`src/rtl/chunked_adder_pkg.sv`:
```
// Shared types and elaboration helpers for the chunked serial adder.
// Latency: n/a (types and constant functions only).
// Backpressure: n/a.
//
// Contents:
//   state_t        - control FSM states (IDLE, CALC, DONE)
//   chunk_cfg_ok() - true when WIDTH is a non-zero multiple of CHUNK and CHUNK <= WIDTH
package chunked_adder_pkg;

   typedef enum logic [1:0] {
      IDLE = 2'd0,
      CALC = 2'd1,
      DONE = 2'd2
   } state_t;

   function automatic bit chunk_cfg_ok(input int width, input int chunk);
      return (chunk >= 1) && (chunk <= width) && ((width % chunk) == 0);
   endfunction

endpackage

```
`src/rtl/chunk_adder.sv`:
```
// Combinational W-bit adder slice: {cout_o, sum_o} = a_i + b_i + cin_i.
// Latency: 0 cycles (purely combinational).
// Backpressure: n/a.
//
// Ports:
//   a_i, b_i  - W-bit operand slices
//   cin_i     - carry into the slice
//   sum_o     - W-bit slice sum
//   cout_o    - carry out of the slice MSB
module chunk_adder #(
   parameter int W = 8
) (
   input  logic [W-1:0] a_i,
   input  logic [W-1:0] b_i,
   input  logic         cin_i,
   output logic [W-1:0] sum_o,
   output logic         cout_o
);

   assign {cout_o, sum_o} = {1'b0, a_i} + {1'b0, b_i} + {{W{1'b0}}, cin_i};

endmodule

```
`src/rtl/chunked_serial_adder.sv`:
```
// Multi-cycle WIDTH-bit adder, CHUNK bits per clock with a registered carry between chunks.
// Latency: handshake in cycle T -> out_valid in cycle T+NCHUNK+1; one op per NCHUNK+2 cycles.
// Backpressure: result held in DONE until out_ready; in_ready only in IDLE (no same-cycle re-accept).
//
// Ports:
//   clk, rst              - clock, synchronous active-high reset
//   in_valid / in_ready   - operand handshake (a, b, cin sampled on accept)
//   out_valid / out_ready - result handshake (sum, cout stable while out_valid)
//   busy                  - high while in CALC or DONE
// Build option CHUNKED_SERIAL_ADDER_ADDSUB_EN adds op (1 = subtract a - b) and ovf (signed overflow).
module chunked_serial_adder
   import chunked_adder_pkg::*;
#(
   parameter int WIDTH = 32,
   parameter int CHUNK = 8
) (
   input  logic             clk,
   input  logic             rst,
   input  logic             in_valid,
   output logic             in_ready,
   input  logic [WIDTH-1:0] a,
   input  logic [WIDTH-1:0] b,
   input  logic             cin,
`ifdef CHUNKED_SERIAL_ADDER_ADDSUB_EN
   input  logic             op,
   output logic             ovf,
`endif
   output logic             out_valid,
   input  logic             out_ready,
   output logic [WIDTH-1:0] sum,
   output logic             cout,
   output logic             busy
);

   localparam int NCHUNK = WIDTH / CHUNK;
   // Keep the index at least one bit wide so CHUNK == WIDTH still elaborates.
   localparam int IDXW = (NCHUNK > 1) ? $clog2(NCHUNK) : 1;
   localparam logic [IDXW-1:0] LAST_IDX = IDXW'(NCHUNK - 1);

   if (!chunk_cfg_ok(WIDTH, CHUNK)) begin : g_bad_cfg
      $error("chunked_serial_adder: WIDTH must be a multiple of CHUNK with 1 <= CHUNK <= WIDTH");
   end

   state_t            state_q, state_d;
   logic [WIDTH-1:0]  a_q, a_d;
   logic [WIDTH-1:0]  b_q, b_d;      // effective operand (already inverted for subtract)
   logic [WIDTH-1:0]  sum_q, sum_d;
   logic              carry_q, carry_d;
   logic              cout_q, cout_d;
   logic [IDXW-1:0]   idx_q, idx_d;
`ifdef CHUNKED_SERIAL_ADDER_ADDSUB_EN
   logic              ovf_q, ovf_d;
`endif

   logic [CHUNK-1:0]  a_chunk, b_chunk, ch_sum;
   logic              ch_cout;

   // Select the active operand slices; constant-bound loop keeps every select static.
   always_comb begin
      a_chunk = '0;
      b_chunk = '0;
      for (int k = 0; k < NCHUNK; k++) begin
         if (idx_q == IDXW'(k)) begin
            a_chunk = a_q[k*CHUNK +: CHUNK];
            b_chunk = b_q[k*CHUNK +: CHUNK];
         end
      end
   end

   chunk_adder #(.W(CHUNK)) u_chunk_adder (
      .a_i    (a_chunk),
      .b_i    (b_chunk),
      .cin_i  (carry_q),
      .sum_o  (ch_sum),
      .cout_o (ch_cout)
   );

   always_comb begin
      state_d   = state_q;
      a_d       = a_q;
      b_d       = b_q;
      sum_d     = sum_q;
      carry_d   = carry_q;
      cout_d    = cout_q;
      idx_d     = idx_q;
`ifdef CHUNKED_SERIAL_ADDER_ADDSUB_EN
      ovf_d     = ovf_q;
`endif
      in_ready  = 1'b0;
      out_valid = 1'b0;
      busy      = 1'b1;

      case (state_q)
         IDLE: begin
            in_ready = 1'b1;
            busy     = 1'b0;
            if (in_valid) begin
               a_d   = a;
`ifdef CHUNKED_SERIAL_ADDER_ADDSUB_EN
               // Subtract is a + ~b + 1: invert b once here and seed the carry with 1.
               b_d     = op ? ~b : b;
               carry_d = op ? 1'b1 : cin;
`else
               b_d     = b;
               carry_d = cin;
`endif
               idx_d   = '0;
               state_d = CALC;
            end
         end

         CALC: begin
            for (int k = 0; k < NCHUNK; k++) begin
               if (idx_q == IDXW'(k)) begin
                  sum_d[k*CHUNK +: CHUNK] = ch_sum;
               end
            end
            carry_d = ch_cout;
            idx_d   = idx_q + 1'b1;
            if (idx_q == LAST_IDX) begin
               cout_d  = ch_cout;
`ifdef CHUNKED_SERIAL_ADDER_ADDSUB_EN
               // The top chunk's sum MSB is the result MSB; b_q MSB is the effective operand MSB.
               ovf_d   = (a_q[WIDTH-1] == b_q[WIDTH-1]) && (ch_sum[CHUNK-1] != a_q[WIDTH-1]);
`endif
               state_d = DONE;
            end
         end

         DONE: begin
            out_valid = 1'b1;
            if (out_ready) begin
               state_d = IDLE;
            end
         end

         default: begin
            state_d = IDLE;
         end
      endcase
   end

   always_ff @(posedge clk) begin
      if (rst) begin
         state_q <= IDLE;
         a_q     <= '0;
         b_q     <= '0;
         sum_q   <= '0;
         carry_q <= 1'b0;
         cout_q  <= 1'b0;
         idx_q   <= '0;
`ifdef CHUNKED_SERIAL_ADDER_ADDSUB_EN
         ovf_q   <= 1'b0;
`endif
      end else begin
         state_q <= state_d;
         a_q     <= a_d;
         b_q     <= b_d;
         sum_q   <= sum_d;
         carry_q <= carry_d;
         cout_q  <= cout_d;
         idx_q   <= idx_d;
`ifdef CHUNKED_SERIAL_ADDER_ADDSUB_EN
         ovf_q   <= ovf_d;
`endif
      end
   end

   assign sum  = sum_q;
   assign cout = cout_q;
`ifdef CHUNKED_SERIAL_ADDER_ADDSUB_EN
   assign ovf  = ovf_q;
`endif

endmodule
```
`config.mk`:
```
export PLATFORM = sky130hd
export DESIGN_NAME = chunked_serial_adder
export DESIGN_NICKNAME = d
export VERILOG_FILES = /design/src/rtl/chunked_adder_pkg.sv /design/src/rtl/chunk_adder.sv /design/src/rtl/chunked_serial_adder.sv
export SDC_FILE = /design/constraint.sdc
export NUM_CORES = 1
export LEC_CHECK = 0
export CAP_MARGIN = 20
export CELL_PAD_IN_SITES_DETAIL_PLACEMENT = 0
export CELL_PAD_IN_SITES_GLOBAL_PLACEMENT = 1
export CORE_ASPECT_RATIO = 2
export CORE_MARGIN = 3
export CORE_UTILIZATION = 33
export DETAILED_ROUTE_END_ITERATION = 16
export PLACE_DENSITY_LB_ADDON = 0.1
export SLEW_MARGIN = 10
export SYNTH_ARGS = -nofsm -noshare
export SYNTH_HDL_FRONTEND = slang
export SYNTH_SLANG_ARGS = --single-unit
```
`constraint.sdc`:
```
create_clock -name clk -period 3.1 [get_ports clk]
set_input_delay 0.62 -clock clk [delete_from_list [all_inputs] [get_ports clk]]
set_output_delay 0.62 -clock clk [all_outputs]
set_load 0.02 [all_outputs]
```
==> results of run 1 <==
==> what timing repair did <==
action | in CTS | in global routing
setup endpoints to repair | 9 | 22
resized for setup | 3 | 11
pin swaps | 0 | 1
==> routing by layer <==
metal / GRT usage (%) / up-vias
li1: - / 2174
met4: 6.21 / 0
met1: 18.9 / 1905
met3: 2.77 / 18
met2: 32.9 / 80
met5: 0 / -
==> through the flow <==
stage | utilization [%] | total power (uW) | hold WS (ns)
6_report | 45.3 | 3150 | 0.453
4_1_cts | 45.0 | 3180 | 0.457
5_1_grt | 45.3 | 3300 | 0.475
2_1_floorplan | - | 1750 | 0.436
3_3_place_gp | 42.7 | 1960 | 0.443
3_5_place_dp | 42.7 | 1970 | 0.447
==> kinds of logic after synthesis <==
| kind of cell | count (synthesis) |
|---|---|
| AO/OA/AOI/OAI | 169 |
| buffers and inverters | 50 |
| adder cells (fa/ha/maj) | 13 |
| flip-flops | 102 |
| XOR/XNOR | 3 |
| AND/OR/NAND/NOR | 263 |
==> worst max-delay path by stage <==
stage,endpoint,slack [ns],cells past startpoint
global route,cout$_SDFFE_PP0P_,0.01,14
floorplan,sum[14]$_SDFFE_PP0P_,0.16,14
global placement,sum[14]$_SDFFE_PP0P_,0.05,14
detailed placement,sum[29]$_SDFFE_PP0P_,-0.06,13
finish,cout$_SDFFE_PP0P_,0.20,14
CTS,cout$_SDFFE_PP0P_,0.006,14
==> placed cells by master (no fill, tap or decap), types with 4 or more instances in the layout <==
cell type | Yosys | layout
a211oi_1 | 9 | 9
nand2b_1 | 6 | 6
nor3b_1 | 5 | 5
and2_1 | 5 | 4
o31ai_1 | 8 | 8
a211o_1 | 4 | 4
dfxtp_1 | 102 | 100
nand2_1 | 186 | 185
nand2_2 | 4 | 5
o21ai_0 | 13 | 12
nor4_1 | 4 | 4
a21oi_1 | 119 | 119
nor2_1 | 21 | 21
clkbuf_16 | 0 | 9
clkdlybuf4s50_1 | 0 | 103
buf_4 | 2 | 9
nand3b_1 | 24 | 24
ha_1 | 11 | 8
==> flip-flops by register name, indices dropped and copies added, names as in the netlist <==
register  cells
b_q          32
idx_q         2
a_q          32
sum          32
cout          1
state_q       2
carry_q       1
==> layout make-up <==
type	instances	area, um2	area share, %
inverters	5	18.8	0.305
clock buffers	10	229	3.72
multi-input cells	448	2400	39.0
well taps	186	233	3.78
repair buffers	115	1150	18.7
clock inverters	5	82.6	1.34
flip-flops and latches	102	2040	33.2
==> power groups by stage <==
stage | registers, uW | clock network [uW] | logic, uW
2_1_floorplan | 1450 | 0 | 299
3_3_place_gp | 1450 | 0 | 513
3_5_place_dp | 1450 | 0 | 520
4_1_cts | 1420 | 1240 | 525
5_1_grt | 1430 | 1290 | 581
6_report | 1420 | 1200 | 525
==> worst register-to-register path, stage by stage, from the launching register on <==
cell      delay [ns]
dfxtp_2         0.35
inv_2           0.07
ha_4            0.19
nand3b_1        0.16
a21oi_1         0.14
a21oi_1         0.06
nor2_1          0.09
a21oi_1         0.07
fa_2            0.39
fa_1            0.41
and2b_1         0.24
nor3_1          0.06
o21ai_2         0.21
a31oi_2         0.15
a211oi_1        0.23
==> metrics, run 1 <==
Ports=105; Core Area=13,600 um2; max-cap viol count=0; Post-synth EDFFs=0; register area share after synthesis=44.3%; All-Layer GR Usage=between 10% and 20%; initial antenna violation count=0; pwr dens=approximately 500 nW/um2; Commonest cells post-synth=186 x nand2_1, 119 x a21oi_1, 102 x dfxtp_1; syn_nets=roughly 700; vias in the first global route=4,138; post-synthesis xor/xnor area fraction=0.570%; worst slew pin tran=0.690 ns; top cells by area, synth=dfxtp_1 44%, nand2_1 15%, a21oi_1 13%, nand3b_1 3.9%, ha_1 3.0%; GP Congestion=0.781; most used cell, CP=a21oi_1; antenna viol nets, final=0; reg2reg end=cout$_SDFFE_PP0P_; Syn Area/Cell=7.69 um2; GRT overflow=0; clock sink count=102; synthesis-to-layout area growth=33.5%; critical-path cell list=inv_2 > ha_4 > nand3b_1 > a21oi_1 > a21oi_1 > nor2_1 > a21oi_1 > fa_2 > fa_1 > and2b_1 > nor3_1 > o21ai_2 > a31oi_2 > a211oi_1; fin area=6160 um2; Final Cycle Share=between 90% and 100%; worst hold start=sum[3]$_SDFFE_PP0P_; via count=4,177; WL met1=just under 5000 um; Final Critical Period=2.90 ns; Net count, final=763; Leak=~0.0022 uW; Sw Ratio=26.2%; fill count=1,412; Yosys cell types=a little over 40; global-route wire length before repair=about 21,000 um; top-count cell post-synth=nand2_1; highest routing layer actually used=met4; Die X=about 90 um; Hold Path Class=reg2reg; clock latency on the worst-skew pair=0.35 ns; Synth top area share=about 44%; largest family of logic cells by synthesized area=simple AND/OR/NAND/NOR gates; compound-cell area share of the yosys netlist=between 20% and 30%; WL met2=7520 um; DP Area=5800 um2; Detailed Route WL=13,100 um; total CTS buffers=9; final worst slack=0.200 ns; Worst path top cell family by delay=adder cells; Sequential Power Share=a little under half; half-perimeter wire length after placement=9830 um; cell accounting for the most synthesized area=dfxtp_1; Pint=roughly 2300 uW; Root Buffer=clkbuf_16; Hold Crit Endpoint=sum[3]$_SDFFE_PP0P_; Reg-to-Reg Start=idx_q[1]$_SDFFE_PP0P_; final setup vio count=0; cells after synthesis=600; combinational share of power=16.7%; Max Slew Vio Count=0; cts hold-fix bufs=0; htree depth=3; Main synth FF type=dfxtp_1; Worst IR Drop VDD=296 uV; slowest stage cell on the critical path=fa_1; Worst Setup End Kind=register; Clk pwr share=38.3%; Achievable Freq=~0.34 GHz; Place WS=-0.0552 ns; Simple-Gate Fraction of Synth Area=25.3%; CP Data Arrival Time=3.17 ns; worst hold path stage count=2; crit-path max FO=8; share of layout cells above drive strength 1=7.15%; Cells after DPL=around 860; Buffers & Inverters on Critical Path=1; flops & latches, synth=between 100 and 150; Die Y=173 um; Fin. Hold Viols=0; CP max stage delay=0.41 ns; Crit Path Class=reg2reg; clock input transition at the sequential cells of the worst setup and hold paths=0.07 ns; FF-to-FF path depth=14; drt wl/cell=15.1 um; setup repair bufs after CTS=0; drt via density=~4.8; adder-cell share of the synthesized area=3.85%; Antenna diodes=0; Die ar.=15,500 um2; Setup TNS=0 ns; Routed met3 length=around 380 um; Port Buffers=between 100 and 150; initial drt markers=162; first drt pass iteration count=4; clock buffer depth=2; Psw=824 uW; Initial Util=33.9%; Final Non-Filler Cells=871; CTS tree=done; worst clock skew=0.00591 ns; Post-synth ARST share=0%; Worst Setup Start Kind=register; CP startpoint=idx_q[1]$_SDFFE_PP0P_; Data required, critical path=approximately 3.4 ns; max_slew headroom=54.0%; mux cell area share after synthesis=0%; largest net degree at the start of global routing=68; outcome=complete, no violations; Synthesis Warnings=0; RSZ-0062 raised after global routing=no; Post-Syn Area=4610 um2; Rows=60; drt drc=0; R2R setup slack=~0.20 ns
(Power assumes the default switching activity.)
==> run 2, diff against run 1 <==
--- a/config.mk
+++ b/config.mk
@@ -5,6 +5,7 @@
 export SDC_FILE = /design/constraint.sdc
 export NUM_CORES = 1
 export LEC_CHECK = 0
+export ABC_AREA = 1
 export CAP_MARGIN = 20
 export CELL_PAD_IN_SITES_DETAIL_PLACEMENT = 0
 export CELL_PAD_IN_SITES_GLOBAL_PLACEMENT = 1
==> run 2 against run 1 <==
Compared with the run above: clock skew grew 0.0025 ns; synthesized area grew 0.90%; worst hold slack gained 0.0042 ns; design area shrank 0.41%; maximum frequency grew 1.0%; utilization shrank 0.43 points; largest cell class unchanged.
==> metrics, run 2 <==
All-Layer GR Usage=between 10% and 20%; Synthesis Warnings=0; antenna viol nets, final=0; top-count cell post-synth=nor2_1; Die X=around 90 um; syn_nets=702; Commonest cells post-synth=137 x nor2_1, 102 x dfxtp_1, 81 x nand2_1; first drt pass iteration count=4; reg2reg end=sum[12]$_SDFFE_PP0P_; top cells by area, synth=dfxtp_1 44%, nor2_1 11%, o21ai_0 8.3%, nand2_1 6.5%, a21oi_1 3.9%; most common cell after layout, fill and taps aside=nor2_1; initial drt markers=170; Final Critical Period=between 2 and 3 ns; Post-synth ARST share=0%; worst clock skew=roughly 0.0084 ns; Hold Crit Endpoint=b_q[29]$_SDFFE_PP0P_; cells after synthesis=620; CTS tree=done; Detailed Route WL=12,500 um; Post-synth EDFFs=0; Port Buffers=104; outcome=complete, no violations; clock sink count=between 100 and 150; cell accounting for the most synthesized area=dfxtp_1; hold slack=0.457 ns; Ports=105; total CTS buffers=9; most frequent cells in the layout=137 x nor2_1, 104 x clkdlybuf4s50_1, 101 x dfxtp_1, 81 x nand2_1, 76 x o21ai_0; Leak=0.00264 uW; Data required, critical path=3.34 ns; Reg-to-Reg Start=idx_q[1]$_SDFFE_PP0P_; cts hold-fix bufs=0; drt via density=about 4.7; worst hold start=b_q[29]$_SDFFE_PP0P_; final setup vio count=0; Final Non-Filler Cells=between 900 and 1,000; Core Area=~14,000 um2; final core area utilization=44.9%; half-perimeter wire length after placement=9850 um; Initial Util=34.1%; Die Y=174 um; initial antenna violation count=0; Synth top area share=43.9%; vias in the first global route=4,252; via count=4,225; Cells after DPL=890; Post-Syn Area=~4700 um2; worst slew pin tran=~0.62 ns; pwr dens=516 nW/um2; Die ar.=between 15,000 and 20,000 um2; Worst Setup End Kind=register; clock buffer depth=2; drt wl/cell=13.8 um; R2R setup slack=roughly 0.23 ns; Net count, final=798; Final Cycle Share=92.6%; FF-to-FF path depth=15; Main synth FF type=dfxtp_1; flops & latches, synth=just over 100; synthesis-to-layout area growth=31.8%; Yosys cell types=34; register area share after synthesis=43.9%; drt drc=0; Syn Area/Cell=7.51 um2; crit-path max FO=9; Rows=60; GRT overflow=0; Max Slew Vio Count=0; Worst Setup Start Kind=register; Crit Path Class=reg2reg; Root Buffer=clkbuf_16; max-cap viol count=0; largest net degree at the start of global routing=99; Fin. Hold Viols=0; RSZ-0062 raised after global routing=no; htree depth=3; max_slew headroom=approximately 60%; Worst IR Drop VDD=264 uV; worst hold path stage count=2; GP Congestion=roughly 0.87; Antenna diodes=0; CP Data Arrival Time=3.11 ns; Achievable Freq=0.348 GHz; clock input transition at the sequential cells of the worst setup and hold paths=0.07 ns; share of layout cells above drive strength 1=7.36%; clock latency on the worst-skew pair=0.34 ns; global-route wire length before repair=about 21,000 um; Hold Path Class=reg2reg
-- run 2: area by class of cell --
cell class | instances | area, um2
tap | 186 | 233
multi-input combinational | 431 | 2220
sequential | 102 | 2040
fill | 1482 | 7530
inverter | 52 | 203
timing repair buffer | 120 | 1170
clock buffer | 10 | 229
clock inverter | 5 | 36.3
-- run 2: cells by family (layout without fill, tap and decap cells) --
| group | after synthesis | count (layout) | synth area share, % |
|---|---|---|---|
| AND/OR/NAND/NOR | 246 | 246 | 21.8 |
| flip-flops | 102 | 102 | 43.9 |
| buffers and inverters | 87 | 187 | 8.85 |
| adder cells (fa/ha/maj) | 13 | 13 | 3.82 |
| AO/OA/AOI/OAI | 169 | 169 | 21.1 |
| XOR/XNOR | 3 | 3 | 0.565 |
-- run 2: worst max-delay path by stage --
stage                                startpoint              endpoint  slack [ns]
after global placement    idx_q[1]$_SDFFE_PP0P_   sum[4]$_SDFFE_PP0P_        0.07
after floorplan           idx_q[1]$_SDFFE_PP0P_  sum[28]$_SDFFE_PP0P_        0.20
after detailed placement  idx_q[1]$_SDFFE_PP0P_  sum[28]$_SDFFE_PP0P_       -0.06
final                     idx_q[1]$_SDFFE_PP0P_  sum[12]$_SDFFE_PP0P_        0.23
after CTS                 idx_q[1]$_SDFFE_PP0P_  sum[28]$_SDFFE_PP0P_        0.03
after global routing      idx_q[1]$_SDFFE_PP0P_  sum[23]$_SDFFE_PP0P_        0.03
-- run 2: critical path, cell delays in order (launching register included) --
cell and delay [ns]:
dfxtp_1 0.34, inv_1 0.09, ha_2 0.24, buf_4 0.19, a22oi_1 0.10, o21ai_0 0.17
o21ai_1 0.12, fa_2 0.39, fa_1 0.42, inv_1 0.07, nand2_1 0.07, a21oi_2 0.23
xnor2_2 0.16, nand2_1 0.07, nand2_1 0.07, inv_1 0.03
-- run 2: where the power goes --
part	total (uW)	internal [uW]	switching, uW
Sequential	1460	1410	56.7
Clock	1020	541	480
Combinational	683	301	383
-- run 2: per-layer routing --
metal  vias to the layer above  track usage, %  share of wire [%]
met4                         0            7.54                3.5
met3                        25            2.47                3.6
met5                         -               0                  0
met2                       105            32.4                 56
li1                       2208               -                  -
met1                      1887            16.8                 37
-- run 2: what timing repair did --
action                     in CTS  in global routing
pin swaps                       1                  1
buffers inserted                1                  0
gates resized for setup         1                  6
setup endpoints to repair       5                 19
-- run 2: through the flow --
step	instance area, um2	power, uW	setup WS, ns	setup TNS [ns]
after floorplan	4650	1900	0.200	0
after global placement	5840	2170	0.0668	0
after detailed placement	5840	2180	-0.0559	-0.205
after CTS	6120	3210	0.0338	0
after global routing	6130	3360	0.0337	0
final	6130	3170	0.230	0
==> run 3, diff against run 2 <==
--- a/config.mk
+++ b/config.mk
@@ -10,10 +10,11 @@
 export CELL_PAD_IN_SITES_DETAIL_PLACEMENT = 0
 export CELL_PAD_IN_SITES_GLOBAL_PLACEMENT = 1
 export CORE_ASPECT_RATIO = 2
-export CORE_MARGIN = 3
+export CORE_MARGIN = 5
 export CORE_UTILIZATION = 33
 export DETAILED_ROUTE_END_ITERATION = 16
 export PLACE_DENSITY_LB_ADDON = 0.1
+export SKIP_CTS_REPAIR_TIMING = 1
 export SLEW_MARGIN = 10
 export SYNTH_ARGS = -nofsm -noshare
 export SYNTH_HDL_FRONTEND = slang
==> run 3 against run 2 <==
Compared with the run above: sequential share of layout area shrank 0.15 points; design area grew 0.45%; utilization shrank 0.54 points; largest cell class unchanged; clock-buffer cell count shrank 1; flip-flop and latch count is the same; first-iteration DRC count grew 6.5%; via count shrank 0.69%; largest power group unchanged; worst hold slack lost 0.0039 ns; global-route usage shrank 0.32 points.
==> metrics, run 3 (synthesis results as in run 2) <==
reg2reg end=sum[12]$_SDFFE_PP0P_; worst clock skew=about 0.0084 ns; drt wl/cell=14.4 um; synthesis-to-layout area growth=32.4%; GP Congestion=0.847; outcome=complete, no violations; Antenna diodes=0; Rows=just over 60; CP Data Arrival Time=3.14 ns; Root Buffer=clkbuf_16; worst hold path stage count=2; Die ar.=16,700 um2; Data required, critical path=3.34 ns; Net count, final=795; fill count=1,499; clock sink count=102; worst hold start=b_q[29]$_SDFFE_PP0P_; Final Critical Period=2.90 ns; drt via density=4.63; share of layout cells above drive strength 1=under 10%; Multi-input gate area=about 2200 um2; Hold Path Class=reg2reg; Reg-to-Reg Start=idx_q[1]$_SDFFE_PP0P_; Buffers & Inverters on Critical Path=4; initial drt markers=181; initial antenna violation count=0; Core Area=13,900 um2; Final Cycle Share=slightly above 90%; critical-path cell list=inv_1 > ha_1 > nor2_4 > buf_4 > a22oi_1 > nand2_1 > a22oi_1 > fa_1 > fa_1 > inv_1 > nand2_1 > a21oi_2 > xnor2_1 > nand2_1 > nand2_1 > inv_1; final worst slack=0.201 ns; most frequent cells in the layout=137 x nor2_1, 104 x clkdlybuf4s50_1, 101 x dfxtp_1, 81 x nand2_1, 75 x o21ai_0; Initial Util=33.5%; Max Slew Vio Count=0; Detailed Route WL=~13,000 um; Register Area=between 2000 and 2500 um2; R2R setup slack=0.20 ns; slowest stage cell on the critical path=fa_1; Worst path top cell family by delay=adder cells; clock input transition at the sequential cells of the worst setup and hold paths=0.07 ns; via count=~4,200; fin area=6160 um2; Leak=0.00266 uW; crit-path max FO=7; clock latency on the worst-skew pair=0.34 ns; DP Area=a little under 6000 um2; Worst IR Drop VDD=234 uV; CP max stage delay=between 0.4 and 0.5 ns; largest net degree at the start of global routing=99; worst slew pin tran=0.450 ns; max_slew headroom=a little over two thirds; Hold Crit Endpoint=b_q[29]$_SDFFE_PP0P_; most used cell, CP=nand2_1; most common cell after layout, fill and taps aside=nor2_1; half-perimeter wire length after placement=approximately 10,000 um; Place WS=0.177 ns; htree depth=3; Crit Path Class=reg2reg; Die X=94.0 um; max-cap viol count=0; drt drc=0; final setup vio count=0; antenna viol nets, final=0; global-route wire length before repair=21,000 um; Worst Setup End Kind=register; CTS tree=done; total CTS buffers=9; All-Layer GR Usage=16.2%; Die Y=approximately 180 um; Achievable Freq=0.345 GHz; vias in the first global route=4,198; Ports=105; GRT overflow=0; FF-to-FF path depth=16; Worst Setup Start Kind=register; Fin. Hold Viols=0; first drt pass iteration count=4; pwr dens=528 nW/um2; clock buffer depth=2; Port Buffers=104
[run 3: changes by cell type in the layout (fill, tap and decap cells not counted), moves of 2 or more]
cell     before  now
nand3_1      17   15
nand3_2       0    2
buf_12        1    3
buf_4        15   10
[run 3: per-layer routing]
layer  up-vias  GRT usage [%]  share of wire [%]
li1       2201              -                  -
met2        84           31.5                 57
met1      1892           16.7                 37
met3        19           2.63                3.0
met4         0           6.39                2.8
met5         -              0                  0
[run 3: layout make-up]
cell class | count | share of cell area, %
clock inverter | 6 | 1.04
tap | 189 | 3.84
timing repair buffer | 117 | 19.1
multi-input combinational | 431 | 35.9
clock buffer | 9 | 3.66
sequential | 102 | 33.2
inverter | 52 | 3.29
[run 3: how the worst max path moves through the flow]
stage / from / cells past startpoint / slack (ns) / endpoint
finish: idx_q[1]$_SDFFE_PP0P_ / 16 / 0.20 / sum[12]$_SDFFE_PP0P_
detailed placement: idx_q[1]$_SDFFE_PP0P_ / 15 / 0.18 / sum[4]$_SDFFE_PP0P_
global placement: idx_q[1]$_SDFFE_PP0P_ / 15 / 0.26 / sum[28]$_SDFFE_PP0P_
floorplan: idx_q[1]$_SDFFE_PP0P_ / 17 / 0.20 / sum[28]$_SDFFE_PP0P_
CTS: idx_q[1]$_SDFFE_PP0P_ / 15 / 0.15 / sum[4]$_SDFFE_PP0P_
global route: idx_q[1]$_SDFFE_PP0P_ / 18 / -0.02 / sum[30]$_SDFFE_PP0P_
[run 3: per-stage QoR]
stage                     instances  total power (uW)  utilization (%)  setup TNS [ns]  hold WS [ns]
final                           906              3250             44.4               0         0.453
after global routing            906              3440             44.4         -0.0160         0.487
after CTS                       906              3310             44.2               0         0.458
after detailed placement        891              2190             42.2               0         0.448
after global placement          891              2180             42.2               0         0.440
after floorplan                 620              1900                -               0         0.425
[run 3: where the power goes]
part	internal, uW	total, uW	switching [uW]
Combinational	297	686	390
Clock	620	1110	486
Sequential	1410	1460	56.8
Total	2320	3250	932
[run 3: worst register-to-register path, stage by stage (launching register included)]
cell and delay (ns):
dfxtp_1 0.38, inv_1 0.08, ha_1 0.26, nor2_4 0.15, buf_4 0.16, a22oi_1 0.08
nand2_1 0.06, a22oi_1 0.08, fa_1 0.43, fa_1 0.42, inv_1 0.07, nand2_1 0.08
a21oi_2 0.17, xnor2_1 0.20, nand2_1 0.09, nand2_1 0.07, inv_1 0.03
